**config.mk**
```make
export PLATFORM = sky130hd
export DESIGN_NAME = gray_counter_ud
export DESIGN_NICKNAME = d
export VERILOG_FILES = /design/src/rtl/gray_pkg.sv /design/src/rtl/gray_to_bin.sv /design/src/rtl/gray_counter_ud.sv
export SDC_FILE = /design/constraint.sdc
export NUM_CORES = 1
export LEC_CHECK = 0
export BUFFER_PORTS_ARGS = -buffer_cell sky130_fd_sc_hd__buf_2
export CAP_MARGIN = 30
export CORE_MARGIN = 4
export CORE_UTILIZATION = 49
export CTS_CLUSTER_SIZE = 16
export DETAILED_ROUTE_END_ITERATION = 10
export GPL_TIMING_DRIVEN = 0
export MAX_ROUTING_LAYER = met4
export PLACE_DENSITY = 0.84
export SLEW_MARGIN = 10
export SYNTH_ARGS = -nofsm -noshare
export SYNTH_HDL_FRONTEND = slang
export SYNTH_SLANG_ARGS = --single-unit
```
**constraint.sdc**
```tcl
create_clock -name clk -period 5.6 [get_ports clk]
set_clock_uncertainty 0.2 [all_clocks]
set_input_delay 0.56 -clock clk [delete_from_list [all_inputs] [get_ports clk]]
set_output_delay 0.56 -clock clk [all_outputs]
set_load 0.02 [all_outputs]
```
**src/rtl/gray_pkg.sv**
```systemverilog
// ============================================================================
// Module   : gray_pkg
// Purpose  : Shared types, width limits and Gray/binary helpers for the
//            up/down Gray counter family.
// Revision : 1.0
// ============================================================================
`default_nettype none

package gray_pkg;

  localparam int N_MIN = 2;
  localparam int N_MAX = 32;

  // Next-state selection for the counter register.
  typedef enum logic [1:0] {
    OP_HOLD = 2'd0,
    OP_LOAD = 2'd1,
    OP_UP   = 2'd2,
    OP_DOWN = 2'd3
  } op_e;

  // Helpers operate at the maximum width; narrower values are zero-extended.
  function automatic logic [N_MAX-1:0] bin2gray(input logic [N_MAX-1:0] b);
    return b ^ (b >> 1);
  endfunction

  function automatic logic [N_MAX-1:0] gray2bin(input logic [N_MAX-1:0] g);
    logic [N_MAX-1:0] b;
    b[N_MAX-1] = g[N_MAX-1];
    for (int i = N_MAX - 2; i >= 0; i--) begin
      b[i] = b[i+1] ^ g[i];
    end
    return b;
  endfunction

endpackage

`default_nettype wire

```
**src/rtl/gray_to_bin.sv**
```systemverilog
// ============================================================================
// Module   : gray_to_bin
// Purpose  : Combinational N-bit Gray-to-binary converter (prefix XOR from
//            the MSB).
// Revision : 1.0
// ============================================================================
`default_nettype none

module gray_to_bin #(
  parameter int N = 8
) (
  input  logic [N-1:0] gray,
  output logic [N-1:0] bin
);

  // Each binary bit is the parity of all Gray bits at or above it.
  for (genvar i = 0; i < N; i++) begin : g_bit
    assign bin[i] = ^gray[N-1:i];
  end

endmodule

`default_nettype wire

```
**src/rtl/gray_counter_ud.sv**
```systemverilog
// ============================================================================
// Module   : gray_counter_ud
// Purpose  : N-bit up/down Gray counter with Gray-coded synchronous load,
//            registered binary mirror and terminal-count pulse.
//            Define GRAY_SAT_EN to add the sat port (saturate instead of wrap).
// Revision : 1.0
// ============================================================================
`default_nettype none

module gray_counter_ud
  import gray_pkg::*;
#(
  parameter int N = 8
) (
  input  logic         clk,
  input  logic         rst,
  input  logic         clk_en,
  input  logic         load,
  input  logic [N-1:0] load_val,
  input  logic         up,
`ifdef GRAY_SAT_EN
  input  logic         sat,
`endif
  output logic [N-1:0] gray_out,
  output logic [N-1:0] bin_out,
  output logic         tc
);

  if (N < N_MIN || N > N_MAX) begin : g_bad_width
    $error("gray_counter_ud: N=%0d outside %0d..%0d", N, N_MIN, N_MAX);
  end

  logic [N-1:0] r_bin;
  logic [N-1:0] r_gray;
  logic         r_tc;

  logic [N-1:0] w_load_bin;
  logic [N-1:0] w_step_bin;
  logic [N-1:0] w_bin_nxt;
  logic [N-1:0] w_gray_nxt;
  logic         w_tc_nxt;
  logic         w_at_limit;
  logic         w_block;
  op_e          w_op;

  gray_to_bin #(.N(N)) u_load_conv (
    .gray (load_val),
    .bin  (w_load_bin)
  );

  assign w_at_limit = up ? (&r_bin) : ~(|r_bin);
  assign w_step_bin = up ? (r_bin + N'(1)) : (r_bin - N'(1));

`ifdef GRAY_SAT_EN
  assign w_block = sat & w_at_limit;
`else
  assign w_block = 1'b0;
`endif

  always_comb begin
    w_op = OP_HOLD;
    if (clk_en) begin
      if (load)    w_op = OP_LOAD;
      else if (up) w_op = OP_UP;
      else         w_op = OP_DOWN;
    end
  end

  always_comb begin
    w_bin_nxt = r_bin;
    w_tc_nxt  = 1'b0;
    case (w_op)
      OP_LOAD: w_bin_nxt = w_load_bin;
      OP_UP,
      OP_DOWN: begin
        // A blocked (saturated) step still flags the limit on tc.
        w_bin_nxt = w_block ? r_bin : w_step_bin;
        w_tc_nxt  = w_at_limit;
      end
      default: w_bin_nxt = r_bin;
    endcase
  end

  assign w_gray_nxt = w_bin_nxt ^ (w_bin_nxt >> 1);

  always_ff @(posedge clk or posedge rst) begin
    if (rst) begin
      r_bin  <= '0;
      r_gray <= '0;
      r_tc   <= 1'b0;
    end else begin
      r_bin  <= w_bin_nxt;
      r_gray <= w_gray_nxt;
      r_tc   <= w_tc_nxt;
    end
  end

  assign gray_out = r_gray;
  assign bin_out  = r_bin;
  assign tc       = r_tc;

endmodule

`default_nettype wire

```
**After elaboration in Yosys (flattened, before gate mapping)**

Cells that the tools add are included.

- Register bits: 17
- Input port bits: 13
- Output and inout bits: 17
- Logic and storage cells: 27

- Add/sub/neg operators: 2
- Equality and inequality tests: 3
- Mux-type cells: 7
- Bitwise logic cells: 2
- Reduce and logical (&&, ||, !) cells: 10

Operator list:

| cell | count |
|---|---|
| $pmux 8 s2 | 1 |
| $add 8x1->8 const B | 1 |
| $mux 8 | 1 |
| $reduce_and 8->1 | 1 |
| $reduce_or 8->1 | 1 |
| $reduce_xor 8->1 | 1 |
| $sub 8x1->8 const B | 1 |
| $xor 8x7->8 | 1 |
| $reduce_xor 7->1 | 1 |
| $reduce_xor 6->1 | 1 |
| $reduce_xor 5->1 | 1 |
| $eq 2x2->1 const B | 2 |
| $mux 2 | 2 |
| $reduce_xor 4->1 | 1 |
| $mux 1 | 3 |
| $reduce_xor 3->1 | 1 |
| $eq 2x1->1 const B | 1 |
| $reduce_or 2->1 | 1 |
| $reduce_xor 2->1 | 1 |
| $not 1->1 | 1 |

**Longest topological paths before layout**

Gate-level depths: netlist of the first run.

- Depth after elaboration: 7
- Gate-level depth with buffers: 9
- Gate-level depth less buffers: 8

**By module**

A second synthesis of the first run with hierarchy kept.

- Cells, all modules: 121
- Area total of the unflattened synthesis: 1198.6 sq um

By module, submodules not included:

| module | instances | cells each | area an instance (sq um) | seq. area each (sq um) |
|---|---|---|---|---|
| gray_counter_ud | 1 | 111 | 1073.5 | 400.4 |
| gray_to_bin | 1 | 10 | 125.1 | 0.0 |

**Worst setup path after synthesis of the first run**

OpenSTA, ideal clock, no wires.

- Path type: reg-to-reg
- Start: register r_bin[0], in the netlist bin_out[0]
- End: register r_gray[5], in the netlist gray_out[5]
- Setup time: 0.130 ns
- Arrival: 2.088 ns
- Required time: 5.270 ns
- Setup slack: 3.182 ns
- Cell stages (with the launch flop): 10
- Clock period less this slack: 2.418 ns
- Cells stage by stage: dfrtp_1 buf_2 inv_1 fa_1 nor2b_1 o21ai_1 a21oi_1 o21ai_0 a221o_1 xor2_1

- Cells in the longest elaborated chain, start to end: 4
- Elaborated cells on any way between the ends: 5

RTL lines:

| element | RTL line | RTL |
|---|---|---|
| start: declaration | gray_counter_ud.sv:33 | `logic [N-1:0] r_bin;` |
| start signal: assignment | gray_counter_ud.sv:92 | `r_bin <= w_bin_nxt;` |
| $sub 8x1->8 or $add 8x1->8 (tied branches) | gray_counter_ud.sv:52 | `assign w_step_bin = up ? (r_bin + N'(1)) : (r_bin - N'(1));` |
| $mux 8 * | gray_counter_ud.sv:52 |  |
| $pmux 8 s2 * | gray_counter_ud.sv:72 | `case (w_op)` |
| $xor 8x7->8 * | gray_counter_ud.sv:84 | `assign w_gray_nxt = w_bin_nxt ^ (w_bin_nxt >> 1);` |
| named net w_gray_nxt[5] | gray_counter_ud.sv:40 | `logic [N-1:0] w_gray_nxt;` |
| end signal: assignment | gray_counter_ud.sv:93 | `r_gray <= w_gray_nxt;` |
| end: declaration | gray_counter_ud.sv:34 | `logic [N-1:0] r_gray;` |

Mark *: on every way through the listed nets, which the timed path passes. The rest lies on a longest branch.

**Worst setup path in the final report of the first run**

Ends and elaborated chain as after synthesis.

==> flow_summary_export.csv, run 1 <==
group,metric,value,unit
place,detailedPlacementHpwl,1860,um
critical_path,cp_max_fo,8,
route,ant_nets,0,
die,chipHeight,55.3,um
yosys,yosysSeqAreaShare,36.5,%
global_routing,globalRouteOverflowTotal,0,
critical_path,critPathLaunch,"bin_out[0]$_DFF_PP0_",
clock_tree,htreeDepth,1,
route,vias_per_cell,5.24,
critical_path,worstSetupStartpointType,"flop",
clock_tree,postCtsResizedCells,0,
die,floorplan.core_area,0.00204,mm2
min_path,hold_path.class,"primary input to asynchronous set/reset pin",
place,globalplace.congestion,0.886,
timing,setup_total_negative_slack,0,ns
global_routing,grt_max_degree,17,
clock_tree,clk_slew_on_worst_s_h_paths,0.08,ns
power,leakage_power_figure,0.645,nW
clock_tree,number_of_setup_buffers_added_after_cts,0,
global_routing,grt_pass1_vias,855,
critical_path,timing.reg2reg.setup_slack,3.10,ns
clock_tree,clock-root-buffer,"sky130_fd_sc_hd__clkbuf_4",
timing,timing_worst_slew_pin_value,0.562,ns
yosys,syn_area,0.00110,mm2
place,port_buffers,29,
critical_path,timing_worst_setup_path_type,"flop to flop",
die,top_level_ports,30,
route,detail_route.wl_per_cell,13.1,um
yosys,unique_cell_type_count_in_the_yosys_netlist,34,
critical_path,cp_cell_sequence,"buf_2, inv_1, fa_1, nor2b_1, o21ai_1, a21oi_1, o21ai_0, a221o_1, xor2_1",
power,irDropWorstVdd,0.308,mV
global_routing,grt.total_usage,15.8,%
status,status,"finished clean",
die,die_x,55.3,um
timing,layout_min_cycle_time,2.50,ns
clock_tree,tritoncts,"built",
global_routing,grt_antenna_before_repair,0,
timing,maxSlewViolCount,0,
route,vias,932,
clock_tree,cts_buffer_depth,2,
route,initialDrtViolationCount,21,
yosys,synth_top_cell_by_area,"sky130_fd_sc_hd__dfrtp_1",
route,drt_pass1_iterations,4,
run,max_cap_violations,0,
cells_and_area,layout_overhead_on_the_synthesized_area,19.6,%
cells_and_area,num_antenna_cells,0,
route,detail_route.drc_violations,0,
critical_path,crit_path_end_kind,"flop",
timing,min_period_over_period,44.7,%
critical_path,critical_path_required,5.56,ns
critical_path,worst-endpoint-arrival,2.46,ns
yosys,post_synth_inst_count,118,
route,finalWirelength,2330,um
timing,max_freq,400,MHz
clock_tree,tritoncts_buffers,3,
critical_path,worstReg2RegEnd,"gray_out[5]$_DFF_PP0_",
timing,setup_viol,0,
cells_and_area,nets,172,
critical_path,reg2reg_depth,9,
timing,final-hold-violation-count,0,
clock_tree,cts_hold_repair.buffers,0,
global_routing,grt_first_pass_wirelength,3850,um
power,pwr_density_cell,447,mW/mm2
yosys,netlist_top_cells_area,"sky130_fd_sc_hd__dfrtp_1 (36%), sky130_fd_sc_hd__xnor2_1 (9.6%), sky130_fd_sc_hd__ha_1 (6.8%)",
clock_tree,clk-insertion-delay-late,0.28,ns
yosys,ys_seq_elements,16,
critical_path,launch_point_of_the_worst_reg_to_reg_path,"bin_out[0]$_DFF_PP0_",
critical_path,critical_path_s_largest_stage_delay,0.43,ns
yosys,synth_warnings,0,
timing,worst_slew_margin_rel,62.5,%
yosys,synth_largest_type_area_fraction,36.5,%
yosys,synthesis.nets,138,
yosys,syn_area_per_cell,9.30,um2
die,initial_core_util,53.7,%
critical_path,cpMaxStageDelayCell,"sky130_fd_sc_hd__fa_1",
timing,setup_ws,3.10,ns
die,dieArea,0.00306,mm2
die,placement_rows,16,
cells_and_area,final_layout_size_suffix_gt1_share,28.5,%
clock_tree,numClockSinks,16,
timing,grt_setup_unrepaired,"no",
place,detailedPlace.worstSlack,2.89,ns
[placed cells by master (no fill, tap or decap), types with 2 or more instances in the layout]
cell	count
sky130_fd_sc_hd__buf_2	30
sky130_fd_sc_hd__dfrtp_1	16
sky130_fd_sc_hd__xnor2_1	12
sky130_fd_sc_hd__nand2_1	12
sky130_fd_sc_hd__inv_1	10
sky130_fd_sc_hd__a21oi_1	10
sky130_fd_sc_hd__xor2_1	7
sky130_fd_sc_hd__ha_1	6
sky130_fd_sc_hd__o21ai_0	5
sky130_fd_sc_hd__nand3_1	4
sky130_fd_sc_hd__o21ai_1	3
sky130_fd_sc_hd__a21oi_2	3
sky130_fd_sc_hd__nor2_1	3
sky130_fd_sc_hd__clkbuf_4	3
sky130_fd_sc_hd__buf_4	2
sky130_fd_sc_hd__nand2b_1	2
sky130_fd_sc_hd__o211ai_1	2
sky130_fd_sc_hd__nand4_1	2
sky130_fd_sc_hd__nor4_1	2
[logic make-up (layout without fill, tap and decap cells)]
group	after synthesis	after routing	share of synthesized area [%]
buffers and inverters	15	48	5.93
adders and majority gates	7	7	8.67
and+or+nand+nor	29	29	12.7
DFF	16	16	36.5
AOI/OAI and AO/OA	30	30	17.3
xor gates and xnor gates	21	21	18.9
[area by class of cell]
class | instances | area (um2)
Multi-Input combinational cell | 87 | 632
Sequential cell | 16 | 400
Inverter | 11 | 41.3
Timing Repair Buffer | 29 | 145
Buffer | 4 | 23.8
Clock buffer | 4 | 36.3
Fill cell | 186 | 729
Tap cell | 27 | 33.8
[critical path: cells and delay by family, from the launching register on]
kind,cells,cell delay (ns)
xor gates and xnor gates,1,0.18
AOI/OAI and AO/OA,4,0.82
and+or+nand+nor,1,0.13
adders and majority gates,1,0.43
DFF,1,0.34
buffers and inverters,2,0.28
[stage by stage]
step | std cells | area [um2] | util (%) | hold WS [ns] | power [mW]
2_1_floorplan | 118 | 1100 | - | 0.274 | 0.426
3_3_place_gp | 174 | 1280 | 62.5 | 0.404 | 0.504
3_5_place_dp | 174 | 1280 | 62.5 | 0.438 | 0.516
4_1_cts | 178 | 1310 | 64.3 | 0.130 | 0.589
5_1_grt | 178 | 1310 | 64.3 | 0.169 | 0.627
6_report | 178 | 1310 | 64.3 | 0.114 | 0.587
[cell usage after synthesis]
library cell and count:
sky130_fd_sc_hd__fa_1 1, sky130_fd_sc_hd__a21oi_2 3, sky130_fd_sc_hd__nor2b_1 1, sky130_fd_sc_hd__xor3_2 1, sky130_fd_sc_hd__xor2_1 7, sky130_fd_sc_hd__or3_1 1
sky130_fd_sc_hd__ha_1 6, sky130_fd_sc_hd__and3_2 1, sky130_fd_sc_hd__nor4_1 2, sky130_fd_sc_hd__o2111a_1 1, sky130_fd_sc_hd__inv_2 1, sky130_fd_sc_hd__nand3_1 4
sky130_fd_sc_hd__o21a_1 1, sky130_fd_sc_hd__nor2_1 3, sky130_fd_sc_hd__buf_2 1, sky130_fd_sc_hd__o211ai_1 2, sky130_fd_sc_hd__a21o_1 1, sky130_fd_sc_hd__o21ai_1 3
sky130_fd_sc_hd__dfrtp_1 16, sky130_fd_sc_hd__inv_1 10, sky130_fd_sc_hd__xnor2_1 12, sky130_fd_sc_hd__o221ai_1 1, sky130_fd_sc_hd__o31ai_1 1, sky130_fd_sc_hd__nor3_1 1
sky130_fd_sc_hd__o21ai_0 5, sky130_fd_sc_hd__xnor2_2 1, sky130_fd_sc_hd__a221o_1 1, sky130_fd_sc_hd__a21oi_1 10, sky130_fd_sc_hd__buf_4 2, sky130_fd_sc_hd__nand2b_1 2
sky130_fd_sc_hd__nand2_1 12, sky130_fd_sc_hd__o22ai_1 1, sky130_fd_sc_hd__clkbuf_1 1, sky130_fd_sc_hd__nand4_1 2
[report_power, final]
group	total (mW)	internal (mW)	leakage (nW)	switching (mW)
sequential	0.191	0.158	0.193	0.0324
combinational	0.323	0.131	0.432	0.192
clock	0.0729	0.0396	0.0210	0.0333
total	0.587	0.329	0.645	0.258
[sequential cells by signal, indices dropped and copies added (netlist names)]
name	flops
bin_out	8
gray_out	7
tc	1
[per-layer routing]
layer / wire (um) / global-route usage [%] / vias up
met1: 1060 / 19.8 / 438
li1: - / - / 474
met5: 0 / - / -
met2: 1160 / 25.8 / 18
met3: 103 / 4.90 / 2
met4: 9 / 2.08 / 0
[worst max path at each step]
stage,end,slack (ns),depth (start not counted)
2_1_floorplan,gray_out[5]$_DFF_PP0_,3.18,9
3_3_place_gp,gray_out[5]$_DFF_PP0_,2.92,9
3_5_place_dp,gray_out[5]$_DFF_PP0_,2.89,9
4_1_cts,gray_out[5]$_DFF_PP0_,3.11,9
5_1_grt,gray_out[5]$_DFF_PP0_,2.95,9
6_report,gray_out[5]$_DFF_PP0_,3.10,9
No activity file was read; power rests on OpenSTA's default activity.
==> inputs of run 2 (changes only) <==
ABC_AREA = 1   (was not set)
PLACE_DENSITY = 0.81   (was 0.84)
clock period = 2.4 ns   (was 5.6 ns; I/O delays follow)
==> run 2 against run 1 <==
  * Critical path depth is 3 higher
  * Fmax is 19% higher
  * Sequential share of layout area is 7.2 points lower
  * Synthesized cell count increased by 110%
  * First-iteration DRC count rose to 3.0 times the previous value
  * Die area rose by 30%
  * Count of clock-buffer cells in the layout unchanged
  * Non-clock buffer count down 2
  * Setup slack worse by 2.8 ns
  * Global-route usage rose by 2.3 points
  * Largest cell class unchanged
==> flow_summary_export.csv, run 2 <==
group,metric,value,unit
critical_path,critical_path_s_largest_stage_delay,0.45,ns
critical_path,crit_top_cell,"sky130_fd_sc_hd__nand2_1",
die,chipHeight,63.1,um
clock_tree,htreeDepth,1,
clock_tree,cts_hold_repair.buffers,1,
status,status,"finished clean",
timing,max_freq,476,MHz
place,globalplace.congestion,0.863,
yosys,unique_cell_type_count_in_the_yosys_netlist,27,
clock_tree,postCtsResizedCells,0,
clock_tree,tritoncts,"built",
power,combinationalPowerShare,56.1,%
global_routing,grt_pass1_vias,1362,
power,pwr-share-seq,30.8,%
critical_path,crit_buf_inv,2,
power,post_layout_power,1.33,mW
global_routing,grt.total_usage,18.2,%
clock_tree,tritoncts_buffers,3,
clock_tree,clk_slew_on_worst_s_h_paths,0.09,ns
die,initial_core_util,52.6,%
run,max_cap_violations,0,
critical_path,cp_max_fo,5,
clock_tree,numClockSinks,16,
yosys,synthMuxAreaShare,0,%
cells_and_area,final_layout_size_suffix_gt1_share,23.0,%
die,dieArea,0.00398,mm2
yosys,synth_top_cell_by_area,"sky130_fd_sc_hd__dfrtp_1",
critical_path,worstSetupStartpointType,"flop",
global_routing,grt_first_pass_wirelength,5670,um
clock_tree,clock-root-buffer,"sky130_fd_sc_hd__clkbuf_4",
die,die_x,63.1,um
yosys,main_combinational_cell_family_by_area_after_synthesis,"simple AND/OR/NAND/NOR gates",
yosys,synth_enable_flop_cells,0,
clock_tree,clk-insertion-delay-late,0.28,ns
critical_path,cp_cell_sequence,"inv_1, fa_1, inv_1, nand2_1, nand2_1, nand3_1, nand3_1, nand2_1, nor2_1, nor2_2, nand2_1, nand2_1",
critical_path,critical-path-top-delay-family,"simple AND/OR/NAND/NOR gates",
yosys,yosysSeqAreaShare,26.9,%
clock_tree,cts_buffer_depth,2,
critical_path,cpMaxStageDelayCell,"sky130_fd_sc_hd__dfrtp_1",
yosys,synth_fa_ha_area_share,6.39,%
cells_and_area,layout_overhead_on_the_synthesized_area,15.5,%
yosys,synth_commonest_cells,"sky130_fd_sc_hd__nand2_1 (104), sky130_fd_sc_hd__inv_1 (34), sky130_fd_sc_hd__nand3_1 (25), sky130_fd_sc_hd__dfrtp_1 (16), sky130_fd_sc_hd__nand2_2 (14)",
power,p_int,0.696,mW
yosys,synth-main-ff-cell,"sky130_fd_sc_hd__dfrtp_1",
timing,min_period_over_period,87.6,%
cells_and_area,final_util,60.7,%
timing,final-hold-violation-count,0,
critical_path,reg2reg_depth,12,
yosys,syn_area_per_cell,6.10,um2
yosys,post_synth_inst_count,244,
route,vias,1526,
yosys,synth_xor_area_share,1.18,%
min_path,hold_path.class,"primary input to flop",
global_routing,globalRouteOverflowTotal,0,
yosys,ys_async_sr_fraction,100,%
cells_and_area,largest_register_ff_count,8,
critical_path,timing_worst_setup_path_type,"flop to flop",
route,detail_route.wl_per_cell,10.8,um
clock_tree,number_of_setup_buffers_added_after_cts,0,
critical_path,crit_path_end_kind,"flop",
critical_path,cp_num_cells,12,
timing,timing_worst_slew_pin_value,0.569,ns
yosys,netlist_top_cells_area,"sky130_fd_sc_hd__dfrtp_1 (27%), sky130_fd_sc_hd__nand2_1 (26%), sky130_fd_sc_hd__inv_1 (8.6%)",
power,p_switching,0.630,mW
timing,hold_slack,0.152,ns
cells_and_area,num_antenna_cells,0,
route,finalWirelength,3340,um
global_routing,grt_max_degree,17,
route,drt_pass1_iterations,4,
timing,setup_total_negative_slack,0,ns
power,irDropWorstVdd,0.503,mV
power,power.share.switching,47.5,%
place,place_area,0.00167,mm2
power,clockPowerShare,13.2,%
route,vias_per_cell,4.94,
cells_and_area,layout.cells.most_common,"sky130_fd_sc_hd__nand2_1",
route,initialDrtViolationCount,64,
yosys,yosys.cell_count.top_type,"sky130_fd_sc_hd__nand2_1",
timing,setup_viol,0,
critical_path,critical_path_required,2.38,ns
timing,worst_slew_margin_rel,62.0,%
yosys,synth_warnings,0,
power,pwr_density_cell,772,mW/mm2
cells_and_area,leading_cell_types_in_the_layout_fill_and_taps_excluded,"sky130_fd_sc_hd__nand2_1 (104), sky130_fd_sc_hd__inv_1 (34), sky130_fd_sc_hd__buf_2 (29), sky130_fd_sc_hd__nand3_1 (25), sky130_fd_sc_hd__dfrtp_1 (16)",
cells_and_area,nets,299,
timing,maxSlewViolCount,0,
yosys,synth_simple_gate_area_share,50.2,%
timing,layout_min_cycle_time,2.10,ns
die,placement_rows,19,
timing,grt_setup_unrepaired,"no",
yosys,synth_largest_type_area_fraction,26.9,%
cells_and_area,n_fill_cell,270,
place,detailedPlacementHpwl,2690,um
route,ant_nets,0,
cells_and_area,final_cell_count_no_fill,309,
place,detailedPlace.worstSlack,0.333,ns
yosys,synth_compound_area_share,4.46,%
timing,setup_ws,0.298,ns
place,port_buffers,29,
critical_path,worst-endpoint-arrival,2.08,ns
yosys,syn_area,0.00149,mm2
yosys,ys_seq_elements,16,
place,placed_cells,304,
route,detail_route.drc_violations,0,
min_path,min_delay_path_depth,3,
power,leakage_power_figure,1.06,nW
yosys,synthesis.nets,264,
cells_and_area,fin_area,0.00172,mm2
critical_path,timing.reg2reg.setup_slack,0.30,ns
die,floorplan.core_area,0.00283,mm2
die,top_level_ports,30,
global_routing,grt_antenna_before_repair,0,
## run 2: changes by cell type after synthesis, moves of 6 or more
cell	before	now
sky130_fd_sc_hd__nand3_1	4	25
sky130_fd_sc_hd__inv_2	1	7
sky130_fd_sc_hd__xor2_1	7	1
sky130_fd_sc_hd__xnor2_1	12	1
sky130_fd_sc_hd__nand2_1	12	104
sky130_fd_sc_hd__nand2_2	0	14
sky130_fd_sc_hd__inv_1	10	34
## run 2: worst paths after layout
kind,startpoint,end
setup reg to reg,bin_out[0]$_DFF_PP0_,gray_out[5]$_DFF_PP0_
min in group asynchronous,rst,gray_out[3]$_DFF_PP0_
max in group asynchronous,rst,bin_out[1]$_DFF_PP0_
hold reg to reg,bin_out[4]$_DFF_PP0_,tc$_DFF_PP0_
hold / removal,load,tc$_DFF_PP0_
setup / recovery,bin_out[0]$_DFF_PP0_,gray_out[5]$_DFF_PP0_
## run 2: power by group through the flow
stage	sequential [mW]	combinational, mW	clock, mW
3_5_place_dp	0.413	0.736	0
6_report	0.408	0.743	0.174
2_1_floorplan	0.502	0.446	0
3_3_place_gp	0.411	0.725	0
5_1_grt	0.420	0.839	0.188
4_1_cts	0.408	0.744	0.180
## run 2: worst reg2reg max path, stage by stage, from the launching register on
cell and delay, ns:
sky130_fd_sc_hd__dfrtp_1 0.45, sky130_fd_sc_hd__inv_1 0.12, sky130_fd_sc_hd__fa_1 0.45, sky130_fd_sc_hd__inv_1 0.09
sky130_fd_sc_hd__nand2_1 0.05, sky130_fd_sc_hd__nand2_1 0.07, sky130_fd_sc_hd__nand3_1 0.11, sky130_fd_sc_hd__nand3_1 0.11
sky130_fd_sc_hd__nand2_1 0.05, sky130_fd_sc_hd__nor2_1 0.11, sky130_fd_sc_hd__nor2_2 0.06, sky130_fd_sc_hd__nand2_1 0.08
sky130_fd_sc_hd__nand2_1 0.06
## run 2: cell type report
cell class	count	area (um2)	area share (%)
tap	31	38.8	2.26
inverter	41	154	8.96
timing repair buffer	30	155	9.03
multi-input combinational	186	926	53.9
sequential	16	400	23.3
clock buffer	4	36.3	2.11
buffer	1	7.51	0.437
## run 2: kinds of logic after synthesis
group | count (synthesis)
flops | 16
buf+inv | 42
compound gates | 12
xor+xnor | 2
simple gates | 165
fa+ha+maj | 7
## run 2: per-layer routing
| layer | global-route usage (%) | vias to the layer above | part of all wire, % |
|---|---|---|---|
| li1 | - | 820 | - |
| met1 | 22.9 | 666 | 49 |
| met2 | 31.0 | 38 | 47 |
| met3 | 1.78 | 2 | 4.0 |
| met4 | 5.23 | 0 | 0.39 |
| met5 | - | - | 0 |
==> inputs of run 3 (changes only) <==
PLACE_DENSITY = 0.84   (was 0.81)
clock period = 1.9 ns   (was 2.4 ns; I/O delays follow)
==> run 3 against run 2 <==
  * Wire length is 1.5% higher
  * Combinational power is 45% higher
  * Total power is 37% higher
  * Largest power group unchanged
  * Critical path type unchanged
  * First-iteration DRC count is 31% higher
  * Critical path depth stayed put
  * Cell count is 1.3% higher
  * Fmax is 14% higher
==> flow_summary_export.csv, run 3 (synthesis gave the netlist of run 2 again) <==
group,metric,value,unit
route,drt_pass1_iterations,4,
timing,layout_min_cycle_time,1.84,ns
cells_and_area,n_fill_cell,246,
critical_path,launch_point_of_the_worst_reg_to_reg_path,"bin_out[1]$_DFF_PP0_",
timing,hold_slack,0.113,ns
die,top_level_ports,30,
timing,maxSlewViolCount,0,
global_routing,grt_pass1_vias,1356,
min_path,hold_path.class,"primary input to flop",
critical_path,critPathCapture,"gray_out[5]$_DFF_PP0_",
global_routing,grt.met3_usage,3.37,%
power,irDropWorstVdd,0.684,mV
global_routing,grt_first_pass_wirelength,5620,um
timing,grt_setup_unrepaired,"yes",
timing,setup_viol,0,
clock_tree,cts_buffer_depth,2,
die,dieArea,0.00398,mm2
route,vias,1538,
route,detail_route.wl_per_cell,10.8,um
global_routing,globalRouteMet1Util,22.8,%
die,placement_rows,19,
place,globalplace.congestion,0.905,
die,die_x,63.1,um
clock_tree,clk-insertion-delay-late,0.29,ns
cells_and_area,largest_register_ff_count,8,
global_routing,grt_antenna_before_repair,0,
cells_and_area,final_util,65.4,%
die,chipHeight,63.1,um
global_routing,globalRouteOverflowTotal,0,
route,ant_nets,0,
critical_path,worstReg2RegEnd,"gray_out[5]$_DFF_PP0_",
critical_path,timing_worst_setup_path_type,"flop to flop",
cells_and_area,num_antenna_cells,0,
global_routing,grt_max_degree,17,
place,detailedPlacementHpwl,2650,um
die,floorplan.core_area,0.00283,mm2
critical_path,timing.reg2reg.setup_slack,0.06,ns
clock_tree,clock-root-buffer,"sky130_fd_sc_hd__clkbuf_4",
clock_tree,htreeDepth,1,
critical_path,critical_path_required,1.89,ns
clock_tree,tritoncts,"built",
status,status,"finished clean",
cells_and_area,layout_overhead_on_the_synthesized_area,24.3,%
route,initialDrtViolationCount,84,
global_routing,groute.layer.met2.usage,30.0,%
timing,timing_worst_slew_pin_value,0.573,ns
place,port_buffers,29,
clock_tree,tritoncts_buffers,3,
cells_and_area,nets,303,
clock_tree,clk_slew_on_worst_s_h_paths,0.10,ns
global_routing,global_route.peak_usage_layer,"met2",
timing,final-hold-violation-count,0,
power,pwr_density_cell,982,mW/mm2
critical_path,reg2reg_depth,12,
run,max_cap_violations,0,
timing,worst_slew_margin_rel,61.7,%
die,initial_core_util,52.6,%
timing,max_freq,543,MHz
clock_tree,numClockSinks,16,
critical_path,crit_path_end_kind,"flop",
route,detail_route.drc_violations,0,
global_routing,grt.total_usage,18.0,%
critical_path,cp_max_fo,3,
power,leakage_power_figure,1.08,nW
route,finalWirelength,3390,um
cells_and_area,layout.cells.most_common,"sky130_fd_sc_hd__nand2_1",
timing,min_period_over_period,96.8,%
critical_path,critPathLaunch,"bin_out[1]$_DFF_PP0_",
critical_path,worst-endpoint-arrival,1.83,ns
cells_and_area,leading_cell_types_in_the_layout_fill_and_taps_excluded,"sky130_fd_sc_hd__nand2_1 (103), sky130_fd_sc_hd__inv_1 (31), sky130_fd_sc_hd__buf_2 (29), sky130_fd_sc_hd__nand3_1 (22), sky130_fd_sc_hd__nand2_2 (15)",
critical_path,worstSetupStartpointType,"flop",
route,vias_per_cell,4.91,
cells_and_area,final_layout_size_suffix_gt1_share,31.6,%
[run 3: critical path: stages, from the launching register on]
cell                      delay [ns]
sky130_fd_sc_hd__dfrtp_2        0.39
sky130_fd_sc_hd__inv_2          0.05
sky130_fd_sc_hd__fa_2           0.37
sky130_fd_sc_hd__inv_2          0.07
sky130_fd_sc_hd__nand2_1        0.04
sky130_fd_sc_hd__nand2_1        0.08
sky130_fd_sc_hd__nand3_2        0.10
sky130_fd_sc_hd__nand3_2        0.08
sky130_fd_sc_hd__nand2_1        0.06
sky130_fd_sc_hd__nor2_2         0.12
sky130_fd_sc_hd__nor2_2         0.05
sky130_fd_sc_hd__nand2_1        0.07
sky130_fd_sc_hd__nand2_1        0.05
[run 3: metrics by stage]
step / instance area (um2) / total power [mW] / setup slack (ns) / std cells / setup TNS [ns]
after CTS: 1750 / 1.71 / 0.00327 / 311 / 0
after global placement: 1670 / 1.43 / -0.0434 / 304 / -0.119
final: 1850 / 1.82 / 0.0599 / 313 / 0
after floorplan: 1490 / 1.20 / 0.0240 / 244 / 0
after global routing: 1850 / 1.97 / -0.0478 / 313 / -0.0799
after detailed placement: 1670 / 1.45 / -0.0837 / 304 / -0.213
[run 3: cell type report]
class | instances | area [um2] | area share (%)
inverter | 41 | 154 | 8.32
sequential | 16 | 405 | 21.9
clock buffer | 4 | 36.3 | 1.96
buffer | 1 | 7.51 | 0.406
multi-input combinational | 186 | 1020 | 55.3
timing repair buffer | 34 | 185 | 10.0
tap | 31 | 38.8 | 2.10
[run 3: power breakdown]
part	internal (mW)	switching, mW
registers	0.443	0.0717
clock network	0.117	0.108
logic	0.411	0.666
total	0.970	0.846
[run 3: per-layer routing]
metal | vias to the layer above | wire length, um
li1 | 827 | -
met1 | 690 | 1670
met2 | 19 | 1600
met3 | 2 | 101
met4 | 0 | 10
met5 | - | 0
[run 3: worst min path at each step]
stage | from | to | slack (ns) | cells past startpoint
final | load | tc$_DFF_PP0_ | 0.11 | 3
after global routing | load | tc$_DFF_PP0_ | 0.11 | 3
after CTS | load | tc$_DFF_PP0_ | 0.1 | 3
after detailed placement | rst | gray_out[4]$_DFF_PP0_ | 0.07 | 2
after global placement | rst | gray_out[3]$_DFF_PP0_ | 0.07 | 2
after floorplan | rst | bin_out[2]$_DFF_PP0_ | -0.1 | 1
[run 3: timing repair]
item | in CTS | in global routing
setup buffers | 2 | 2
pin swaps | 0 | 4
endpoints found under the hold margin | 16 | 0
hold buffers | 1 | 0
setup endpoints to repair | 4 | 7
gates resized for setup | 2 | 18
